`config.mk`:
```
export PLATFORM = sky130hd
export DESIGN_NAME = seed_random_dealer
export DESIGN_NICKNAME = d
export VERILOG_FILES = /design/src/rtl/seed_random_pkg.sv /design/src/rtl/seed_random_lfsr.sv /design/src/rtl/seed_random_dealer.sv
export SDC_FILE = /design/constraint.sdc
export NUM_CORES = 1
export LEC_CHECK = 0
export CAP_MARGIN = 20
export CORE_ASPECT_RATIO = 1.1
export CORE_UTILIZATION = 30
export DETAILED_ROUTE_END_ITERATION = 10
export PLACE_DENSITY_LB_ADDON = 0.15
export SLEW_MARGIN = 20
export SYNTH_ARGS = -nofsm -noshare
export SYNTH_HDL_FRONTEND = slang
export SYNTH_SLANG_ARGS = --single-unit
```
`constraint.sdc`:
```
create_clock -name clk_sr_i -period 1.85 [get_ports clk_sr_i]
set_input_delay 0.37 -clock clk_sr_i [delete_from_list [all_inputs] [get_ports clk_sr_i]]
set_output_delay 0.37 -clock clk_sr_i [all_outputs]
set_load 0.005 [all_outputs]
```
`src/rtl/seed_random_pkg.sv`:
```
// rtl/seed_random_pkg.sv - shared state encoding and LFSR defaults for the card dealer
package seed_random_pkg;

  localparam logic [1:0] IDLE = 2'd0;
  localparam logic [1:0] DRAW = 2'd1;
  localparam logic [1:0] SEND = 2'd2;

  typedef enum logic [1:0] {
    ST_IDLE = IDLE,
    ST_DRAW = DRAW,
    ST_SEND = SEND
  } state_e;

  localparam logic [15:0] DEFAULT_TAPS = 16'hB400;
  localparam logic [15:0] DEFAULT_SEED = 16'hACE1;

endpackage

```
`src/rtl/seed_random_lfsr.sv`:
```
// rtl/seed_random_lfsr.sv - free-running Galois LFSR, optional reload under SEED_RANDOM_RELOAD_EN
module seed_random_lfsr
  import seed_random_pkg::*;
#(
  parameter int unsigned       LFSR_W = 16,
  parameter logic [LFSR_W-1:0] TAPS   = LFSR_W'(DEFAULT_TAPS),
  parameter logic [LFSR_W-1:0] SEED   = LFSR_W'(DEFAULT_SEED),
  parameter int unsigned       CARD_W = 4
) (
  input  logic              clk_i,
  input  logic              rst_ni,
`ifdef SEED_RANDOM_RELOAD_EN
  input  logic [LFSR_W-1:0] seed_i,
  input  logic              seed_ld_i,
`endif
  output logic [CARD_W-1:0] sample_o
);

  logic [LFSR_W-1:0] lfsr_q, lfsr_d;

  always_comb begin
    lfsr_d = (lfsr_q >> 1) ^ (lfsr_q[0] ? TAPS : '0);
`ifdef SEED_RANDOM_RELOAD_EN
    // A zero seed would lock the register, so it falls back to SEED
    if (seed_ld_i) begin
      lfsr_d = (seed_i == '0) ? SEED : seed_i;
    end
`endif
  end

  always_ff @(posedge clk_i or negedge rst_ni) begin
    if (!rst_ni) begin
      lfsr_q <= SEED;
    end else begin
      lfsr_q <= lfsr_d;
    end
  end

  assign sample_o = lfsr_q[CARD_W-1:0];

endmodule

```
`src/rtl/seed_random_dealer.sv`:
```
// rtl/seed_random_dealer.sv - rejection-sampling card dealer with valid/ack handoff (SEED_RANDOM_RELOAD_EN adds seed reload)
module seed_random_dealer
  import seed_random_pkg::*;
#(
  parameter int unsigned       LFSR_W    = 16,
  parameter logic [LFSR_W-1:0] TAPS      = LFSR_W'(DEFAULT_TAPS),
  parameter logic [LFSR_W-1:0] SEED      = LFSR_W'(DEFAULT_SEED),
  parameter int unsigned       CARD_W    = 4,
  parameter int unsigned       CARD_MAX  = 13,
  parameter int unsigned       MAX_TRIES = 4,
  parameter int unsigned       CNT_W     = 8
) (
  input  logic              clk_sr_i,
  input  logic              rst_sr_i,
  input  logic              req_card_i,
  input  logic              ack_i,
`ifdef SEED_RANDOM_RELOAD_EN
  input  logic [LFSR_W-1:0] seed_i,
  input  logic              seed_ld_i,
`endif
  output logic [CARD_W-1:0] card_o,
  output logic              valid_o,
  output logic              forced_o,
  output logic [1:0]        state_o,
  output logic [CNT_W-1:0]  deal_cnt_o
);

  localparam int unsigned       TRY_W      = (MAX_TRIES > 1) ? $clog2(MAX_TRIES) : 1;
  localparam logic [TRY_W-1:0]  LAST_TRY   = TRY_W'(MAX_TRIES - 1);
  localparam logic [CARD_W-1:0] CARD_MAX_C = CARD_W'(CARD_MAX);

  state_e             state_q, state_d;
  logic [TRY_W-1:0]   tries_q, tries_d;
  logic [CARD_W-1:0]  card_q, card_d;
  logic               forced_q, forced_d;
  logic               valid_q, valid_d;
  logic [CNT_W-1:0]   deal_cnt_q, deal_cnt_d;
  logic [CARD_W-1:0]  sample;

  seed_random_lfsr #(
    .LFSR_W (LFSR_W),
    .TAPS   (TAPS),
    .SEED   (SEED),
    .CARD_W (CARD_W)
  ) u_lfsr (
    .clk_i     (clk_sr_i),
    .rst_ni    (rst_sr_i),
`ifdef SEED_RANDOM_RELOAD_EN
    .seed_i    (seed_i),
    .seed_ld_i (seed_ld_i),
`endif
    .sample_o  (sample)
  );

  always_comb begin
    state_d    = state_q;
    tries_d    = tries_q;
    card_d     = card_q;
    forced_d   = forced_q;
    deal_cnt_d = deal_cnt_q;
    case (state_q)
      ST_IDLE: begin
        if (req_card_i) begin
          state_d = ST_DRAW;
          tries_d = '0;
        end
      end
      ST_DRAW: begin
        if (sample != '0 && sample <= CARD_MAX_C) begin
          card_d   = sample;
          forced_d = 1'b0;
          state_d  = ST_SEND;
        end else if (tries_q == LAST_TRY) begin
          // Fold the out-of-range sample back into 1..CARD_MAX
          card_d   = (sample == '0) ? CARD_W'(1) : sample - CARD_MAX_C;
          forced_d = 1'b1;
          state_d  = ST_SEND;
        end else begin
          tries_d = tries_q + TRY_W'(1);
        end
      end
      ST_SEND: begin
        if (ack_i) begin
          deal_cnt_d = deal_cnt_q + CNT_W'(1);
          tries_d    = '0;
          state_d    = req_card_i ? ST_DRAW : ST_IDLE;
        end
      end
      default: state_d = ST_IDLE;
    endcase
    valid_d = (state_d == ST_SEND);
  end

  always_ff @(posedge clk_sr_i or negedge rst_sr_i) begin
    if (!rst_sr_i) begin
      state_q    <= ST_IDLE;
      tries_q    <= '0;
      card_q     <= '0;
      forced_q   <= 1'b0;
      valid_q    <= 1'b0;
      deal_cnt_q <= '0;
    end else begin
      state_q    <= state_d;
      tries_q    <= tries_d;
      card_q     <= card_d;
      forced_q   <= forced_d;
      valid_q    <= valid_d;
      deal_cnt_q <= deal_cnt_d;
    end
  end

  assign card_o     = card_q;
  assign valid_o    = valid_q;
  assign forced_o   = forced_q;
  assign state_o    = state_q;
  assign deal_cnt_o = deal_cnt_q;

endmodule

```
## Word-level counts from Yosys, hierarchy flattened

Cells that the tools add are included.

| word-level totals | value |
|---|---|
| memories kept | 0 |
| bits of input ports | 4 |
| word-level logic and storage cells | 46 |
| RAM bits | 0 |
| flip-flop bits (word level) | 34 |
| memory bits (read-only) | 0 |
| output and inout bits | 16 |
| latch bits | 0 |

| cells by class | value |
|---|---|
| order comparisons | 1 |
| reduce and logical (&&, ||, !) cells | 9 |
| div/mod/pow operators | 0 |
| bitwise gates (word level) | 1 |
| shift operators | 0 |
| equality and inequality tests | 8 |
| muxes and demuxes | 17 |
| multipliers | 0 |
| add/sub/neg operators | 3 |

Operator list:

| cell | count |
|---|---|
| 16-bit 2-to-1 mux | 1 |
| 2-bit 2-to-1 mux | 8 |
| 15-bit by 16-bit bitwise XOR with 16-bit output | 1 |
| 4-bit 2-to-1 mux | 3 |
| 2-bit case mux with 3 select lines | 2 |
| 8-bit by 1-bit adder with 8-bit output, second input constant | 1 |
| 2-bit inequality test, second input constant | 4 |
| 2-bit == test, second input constant | 3 |
| 5-bit AND reduction | 1 |
| 4-bit less-or-equal comparator, second input constant | 1 |
| 4-bit zero test | 1 |
| 2-bit AND reduction | 2 |
| 4-bit nonzero test | 1 |
| 4-bit subtractor, second input constant | 1 |
| 1-bit 2-to-1 mux | 3 |
| 3-bit nonzero test | 1 |
| 2-bit by 1-bit adder with 2-bit output, second input constant | 1 |
| 2-bit by 1-bit == test with 1-bit output, second input constant | 1 |
| 2-bit zero test | 1 |
| 2-bit nonzero test | 1 |
| 1-bit logical AND | 1 |

## Logic depth before layout (Yosys ltp)

Gate-level depths: netlist (run 1).

| depth | value |
|---|---|
| word-level depth | 5 |
| gate-level depth with buffers | 5 |
| mapped depth without buffers | 5 |

## Cells and area by module

Synthesis (run 1) repeated with hierarchy kept, for this count alone.

| second synthesis, totals | value |
|---|---|
| cells, all modules | 99 |
| area total of the unflattened synthesis | 1303.8 µm² |

Modules (own cells, without submodules):

| module | cells each | area an instance (µm²) | times used | seq. area each (µm²) |
|---|---|---|---|---|
| seed_random_dealer | 76 | 837.1 | 1 | 450.4 |
| seed_random_lfsr | 23 | 466.7 | 1 | 410.4 |

## Worst setup path before layout (run 1)

Ideal clock, no wire load.

| path | value |
|---|---|
| path kind | reg-to-reg |
| start | register u_lfsr.lfsr_q[0] |
| end | register tries_q[0] |
| arrival | 1.618 ns |
| data required time | 1.725 ns |
| period minus slack after synthesis | 1.743 ns |
| path buffers | 1 |
| stages on the path, launching flop included | 6 |
| setup slack | 0.107 ns |
| library setup time | 0.125 ns |
| cell sequence | dfstp_2 > buf_6 > or4_4 > o221ai_4 > o21ai_2 > mux2_4 |

| between the ends | value |
|---|---|
| cells in the longest elaborated chain, start to end | 4 |
| elaborated cells between the ends (all ways) | 5 |
| those cells by class | 1 x order compare; 1 x eq/ne; 3 x reduce/logical |

Ends and longest elaborated chain:

| item | RTL line | RTL |
|---|---|---|
| from (decl) | seed_random_lfsr.sv:19 | `logic [LFSR_W-1:0] lfsr_q, lfsr_d;` |
| from (signal assigned) | seed_random_lfsr.sv:35 | `lfsr_q <= lfsr_d;` |
| 4-bit less-or-equal comparator or 4-bit nonzero test (tied branches) | seed_random_dealer.sv:69 | `if (sample != '0 && sample <= CARD_MAX_C) begin` |
| 1-bit logical AND * | seed_random_dealer.sv:69 |  |
| 2-bit inequality test (no line) * | -- |  |
| 5-bit AND reduction (no line) * | -- |  |
| to (signal assigned) | seed_random_dealer.sv:104 | `tries_q <= tries_d;` |
| to (decl) | seed_random_dealer.sv:33 | `logic [TRY_W-1:0] tries_q, tries_d;` |

Every way passes the cells marked *; elsewhere a longest branch is shown, timed or not.
A chain may end at the register's enable or synchronous reset.

## Worst setup path after layout (run 1)

| path | value |
|---|---|
| start | register state_q[1] (netlist: state_o[1]) |
| end | output port state_o[1] |

RTL lines:

| item | RTL line | RTL |
|---|---|---|
| from (decl) | seed_random_dealer.sv:32 | `state_e state_q, state_d;` |
| from (signal assigned) | seed_random_dealer.sv:103 | `state_q <= state_d;` |
| to (decl) | seed_random_dealer.sv:24 | `output logic [1:0] state_o,` |

No word-level cell between the ends.

==> impl_results.md, run 1 <==
- Die Width: 64.7 µm
- Met3 GRT Util: 5.32%
- First-pass GRT wire length: 3720 µm
- Min Clock Period, post-route: 1690 ps
- Measured slew at the worst slew-check pin: 403 ps
- Fmax: 592 MHz
- Fin nets: 123
- Clk_lat worst skew: 280 ps
- Per-cell routed wire length: 12.2 µm
- Post-synthesis compound-gate area fraction: 11.8%
- Setup TNS: 0 ps
- Total global routing overflow: 0
- Synth area leader: dfrtp_1
- Critical path's slowest cell: clkdlybuf4s50_1
- CTS root buf: clkbuf_8
- CP Launch Point: state_o[1]
- Finished Cell Area: 1680 µm²
- CP max stage delay: 550 ps
- Inst Count DP: 162
- Buf/Inv on CP: 1
- Filler instances: 394
- Setup bufs post-CTS: 0
- CTS tree: yes
- Cell area after synthesis: 1300 µm²
- Core Rows: 24
- Tcrit/Tclk final: 91.3%
- DP Area: 1570 µm²
- WP data arrival: 1320 ps
- Clock sink total: 34
- List of most frequent post-synthesis cells: dfrtp_1 (26), dfstp_2 (8), xor2_1 (6)
- Critical path type: reg2out
- DRT Pass-1 Iters: 4
- GR Util All Layers: 11.0%
- RD Place Congestion: 0.731
- Fin cells: 170
- Dominant cell by count in the synthesized netlist: dfrtp_1
- Comb pwr share: 24.7%
- Grt peak-use layer: met2
- Sw Pwr: 558 µW
- Hold/Removal Path Class: reg2reg
- Port Buffer Count: 19
- Worst Path Required: 1480 ps
- Routing usage on met1: 13.8%
- # hold bufs at CTS: 0
- Syn avg cell area: 14.6 µm²
- Synth top area cells: dfrtp_1 (50%), dfstp_2 (16%), xor2_1 (4.1%), xnor2_1 (2.7%), a2111oi_4 (2.1%)
- CP Launch Type: flip-flop
- Simple-gate area share of the yosys netlist: 9.65%
- Multiplexer area fraction after synthesis: 2.03%
- Critical-path maximum fanout: 7
- Avg Vias per Cell: 4.48
- Pin count of the biggest net entering global routing: 35
- Yosys top cell area share: 50.2%
- XOR/XNOR Fraction of Synth Area: 6.76%
- Synth Register Bits: 34
- WHS: 354 ps
- Clock power frac: 31.7%
- # diodes: 0
- DRC: 0
- Flop pwr share: 43.7%
- Seq/Total Area, Yosys: 66.4%
- Antenna-violating nets left: 0
- Initial Utilization: 32.0%
- Ys async rst share: 100%
- Num CTS Buffers: 5
- DP Wirelength: 1420 µm
- Met2 usage: 16.4%
- Fin. max-slew vios: 0
- CTS H-tree lvls: 2
- Hold path start: u_lfsr.lfsr_q[12]
- Worst-path clk slew: 70 ps
- Status: finished clean
- Layout area overhead: 29.6%
- Synth Instances: 89
- WL final: 2080 µm
- Endpoints failing hold: 0
- Setup violations, final: 0
- Adder-cell share of the synthesized area: 1.93%
- Top_reg_cell synth: dfrtp_1
- Syn Nets: 95
- P_int: 1560 µW
- Slew margin rel.: 73.1%
- RSZ-0062 raised after global routing: false
- Sw Ratio: 26.3%
- Share of layout cells above drive strength 1: 24.6%
- Vias in the first global route: 777
- Synth warnings: 0
- Largest family of logic cells by synthesized area: compound AO/OA/AOI/OAI gates
- Routed via count: 762
- Antenna violations before repair: 0
- Cell variety after synth: 28
- Max cap viols: 0
- PostCTS Resize Cnt: 0
- Clk buf depth: 2
- Iteration-0 DRC Markers: 25
- I/O Pins: 20
- Count of flip-flops with a built-in enable after synthesis: 0
- Max IR drop VDD: 0.565 mV
- Die Y: 70.9 µm
- CP top delay family: buffers and inverters
- Critical path capture point type: output pin
- Die area: 4590 µm²
- Crit-path cells: clkdlybuf4s50_1
- Clock skew: 4.51 ps
- RR Startpoint: u_lfsr.lfsr_q[0]
- Leakage power: 0.000751 µW
- Total core area: 4050 µm²
- Power per cell area: 1260 nW/µm²
==> state kept, by name, summed over array words and instances (netlist names) <==
register       flops
deal_cnt_o         8
valid_o            1
forced_o           1
tries_q            2
u_lfsr.lfsr_q     16
card_o             4
state_o            2
==> cells in the final DEF, fill, tap and decap left out, drive strengths merged <==
master / count
mux2: 2
nand3: 4
a31o: 1
buf: 4
and4: 2
o21ai: 6
xnor2: 4
nor2: 4
and3b: 1
a21oi: 2
a2111oi: 1
a2bb2oi: 1
nand2: 4
inv: 1
a22o: 4
nor2b: 1
nand2b: 3
xor2: 6
or4: 1
clkinvlp: 2
ha: 2
dfrtp: 26
dfstp: 8
bufinv: 1
clkbuf: 5
o221ai: 1
and3: 2
clkdlybuf4s50: 19
==> logic make-up (layout without fill, tap and decap cells) <==
logic type,Yosys count,count (layout)
AOI/OAI and AO/OA,16,16
buffers and inverters,3,32
DFF,34,34
and+or+nand+nor,22,22
xor gates and xnor gates,10,10
muxes,2,2
adders and majority gates,2,2
==> worst reg2reg max path: cells and delay by family, from the launching register on <==
kind             cells  cell delay [ps]
multiplexers         1              260
flip-flops           1              430
AND/OR/NAND/NOR      1              570
AO/OA/AOI/OAI        2              290
==> path summary, 6_finish.rpt <==
path                                endpoint  slack (ps)  cells after the start
min reg2reg                u_lfsr.lfsr_q[11]         350                      0
max                               state_o[1]         160                      1
max in group asynchronous  u_lfsr.lfsr_q[13]        1030                      2
min                        u_lfsr.lfsr_q[11]         350                      0
min in group asynchronous            valid_o         490                      2
max reg2reg                       tries_q[0]         200                      4
==> metal layers <==
| layer | up-vias | share of wire (%) |
|---|---|---|
| met5 | - | 0 |
| met4 | 0 | 0.82 |
| met3 | 2 | 5.0 |
| met2 | 18 | 49 |
| met1 | 377 | 45 |
| li1 | 365 | - |
==> cell type report <==
type,instances,area [µm²],area share (%)
Clock buffer,5,68.8,4.10
Clock inverter,3,45.0,2.68
Inverter,1,3.75,0.223
Multi-Input combinational cell,52,417,24.8
Sequential cell,34,861,51.2
Tap cell,52,65.1,3.87
Timing Repair Buffer,23,220,13.1
==> metrics by stage <==
step	power (µW)	setup slack [ps]	utilization [%]
after global routing	2260	102	41.5
after CTS	2160	144	41.5
after detailed placement	1480	98.6	38.6
final	2120	161	41.5
after floorplan	1230	107	-
after global placement	1470	148	38.6
==> power groups by stage <==
stage	combinational (µW)	clock, µW	sequential, µW
final	523	672	927
after global routing	585	727	945
after CTS	536	694	930
after detailed placement	533	0	943
after global placement	525	0	943
after floorplan	297	0	936
No activity file was read; power rests on OpenSTA's default activity.
==> inputs of run 2 (changes only) <==
Settings changed: CORE_UTILIZATION 30 to 46.
==> run 2 against run 1 <==
Utilization is 21 points higher; global-route usage up 6.5 points; critical path type unchanged; critical path depth stayed put; sequential share of layout area is 2.3 points higher; count of clock-buffer cells in the layout rose by 2; first-iteration DRC count fell by 72%; power down 6.7%.
==> impl_results.md, run 2 (synthesized netlist as in run 1, its figures left out) <==
- Fmax: 573 MHz (-3.2%)
- Clock sink total: 34 (unchanged)
- Layout area overhead: 24.0%
- Sequential cell area: 861 µm² (unchanged)
- Met2 WL: 1080 µm (+5.3%)
- Worst-path clk slew: 90 ps (+20 ps)
- Power Total: 1980 µW (-6.7%)
- Clock skew: 10.7 ps (+6.16 ps)
- Total global routing overflow: 0 (unchanged)
- Fin cells: 148 (-13%)
- Antenna-violating nets left: 0 (unchanged)
- Status: finished clean
- DP Wirelength: 1460 µm (+3.0%)
- Wire length on met1: 1020 µm (+10%)
- DRT Pass-1 Iters: 4 (unchanged)
- Per-cell routed wire length: 15.0 µm (+23%)
- Measured slew at the worst slew-check pin: 417 ps (+14.0 ps)
- Setup bufs post-CTS: 0 (unchanged)
- Tcrit/Tclk final: 94.3% (+3.0 points)
- Setup TNS: 0 ps (unchanged)
- CP top delay family: buffers and inverters
- Slew margin rel.: 72.2% (-0.93 points)
- Port Buffer Count: 19 (unchanged)
- Uppermost layer routed: met4
- Commonest non-fill, non-tap cell in the layout: dfrtp_1
- Commonest non-fill, non-tap cells in the layout: dfrtp_1 (26), clkdlybuf4s50_1 (19), dfstp_2 (8), xor2_1 (6)
- Fin. max-slew vios: 0 (unchanged)
- Fin nets: 122 (-0.81%)
- Die Width: 52.6 µm (-19%)
- Worst slack at placement: 131 ps (+32.2 ps)
- Hold/Removal Path Class: reg2reg
- PostCTS Resize Cnt: 0 (unchanged)
- DRC: 0 (unchanged)
- Die Y: 57.7 µm (-19%)
- Max IR drop VDD: 1.19 mV (+110%)
- Core Rows: 19 (-21%)
- First-pass GRT wire length: 3780 µm (+1.7%)
- Inst Count DP: 140 (-14%)
- Worst Path Required: 1480 ps (about the same)
- Endpoints failing hold: 0 (unchanged)
- CTS tree: yes
- Critical path capture point type: output pin
- Total core area: 2590 µm² (-36%)
- Power per cell area: 1230 nW/µm² (-2.5%)
- CTS root buf: clkbuf_4
- Critical path's slowest cell: clkdlybuf4s50_1
- Clk buf depth: 2 (unchanged)
- Pin count of the biggest net entering global routing: 35 (unchanged)
- Met3 WL: 95 µm (-7.8%)
- Combined area of the multi-input logic cells: 417 µm² (unchanged)
- Share of layout cells above drive strength 1: 22.2% (-2.4 points)
- RD Place Congestion: 0.767 (+4.9%)
- CP max stage delay: 570 ps (+20 ps)
- I/O Pins: 20 (unchanged)
- CTS H-tree lvls: 2 (unchanged)
- RSZ-0062 raised after global routing: false
- # diodes: 0 (unchanged)
- Setup violations, final: 0 (unchanged)
- Die area: 3030 µm² (-34%)
- Num CTS Buffers: 5 (unchanged)
- Iteration-0 DRC Markers: 7 (-72%)
- Clk_lat worst skew: 330 ps (+50 ps)
- Min Clock Period, post-route: 1740 ps (+55.9 ps)
- Buf/Inv on CP: 1 (unchanged)
- Antenna violations before repair: 0 (unchanged)
- Max cap viols: 0 (unchanged)
- Vias in the first global route: 831 (+6.9%)
- WP data arrival: 1370 ps (+50 ps)
- Filler instances: 202 (-49%)
- Final setup margin: 105 ps (-55.9 ps)
- WL final: 2220 µm (+6.7%)
- Initial Utilization: 50.0% (+18 points)
- Crit-path cells: clkdlybuf4s50_1
- Top reg by flops: u_lfsr.lfsr_q
- Avg Vias per Cell: 5.25 (+17%)
- CP Launch Type: flip-flop
- Leakage power: 0.000734 µW (-2.2%)
- GR Util All Layers: 17.6% (+6.5 points)
- # hold bufs at CTS: 0 (unchanged)
- Routed via count: 777 (+2.0%)
- Critical path type: reg2out
- Max reg flops: 16 (unchanged)
- Critical-path maximum fanout: 7 (unchanged)
-- run 2: changes by cell type in the layout (fill, tap and decap cells not counted), sizes merged --
cell	delta
clkbuf	+2
buf	-1
clkinvlp	-2
-- run 2: area by class of cell --
class | count | share of cell area, %
timing repair buffer | 22 | 13.2
multi-input combinational | 52 | 25.9
inverter | 1 | 0.233
sequential | 34 | 53.5
clock inverter | 1 | 1.87
tap | 31 | 2.41
clock buffer | 7 | 2.80
-- run 2: worst reg2reg max path: stages (launching register included) --
cell and delay [ps]:
dfrtp_1 450, or4_4 610, o221ai_4 210, o21ai_2 90, mux2_4 260
-- run 2: per-stage QoR --
stage	instance area, µm²	hold slack, ps	util (%)
2_1_floorplan	1300	74.4	-
3_3_place_gp	1530	336	59.2
3_5_place_dp	1530	340	59.2
4_1_cts	1610	364	62.0
5_1_grt	1610	372	62.0
6_report	1610	364	62.0
-- run 2: final timing paths --
kind	cells after the start	start	endpoint	slack, ps
min in group asynchronous	2	rst_sr_i	tries_q[1]	440
hold reg to reg	0	u_lfsr.lfsr_q[12]	u_lfsr.lfsr_q[11]	360
setup / recovery	1	state_o[1]	state_o[1]	110
hold / removal	0	u_lfsr.lfsr_q[12]	u_lfsr.lfsr_q[11]	360
max in group asynchronous	2	rst_sr_i	u_lfsr.lfsr_q[10]	1080
setup reg to reg	4	u_lfsr.lfsr_q[1]	tries_q[0]	130
-- run 2: report_power, final --
part | switching [µW] | internal (µW) | leakage [µW] | total [µW]
Combinational | 206 | 323 | 0.000266 | 529
Clock | 234 | 287 | 0.0000395 | 520
Sequential | 89.5 | 841 | 0.000429 | 930
Total | 529 | 1450 | 0.000734 | 1980
-- run 2: metal layers --
metal	GRT usage [%]	up-vias
met5	0	-
li1	-	367
met1	23.0	393
met2	25.5	15
met4	10.2	0
met3	5.77	2
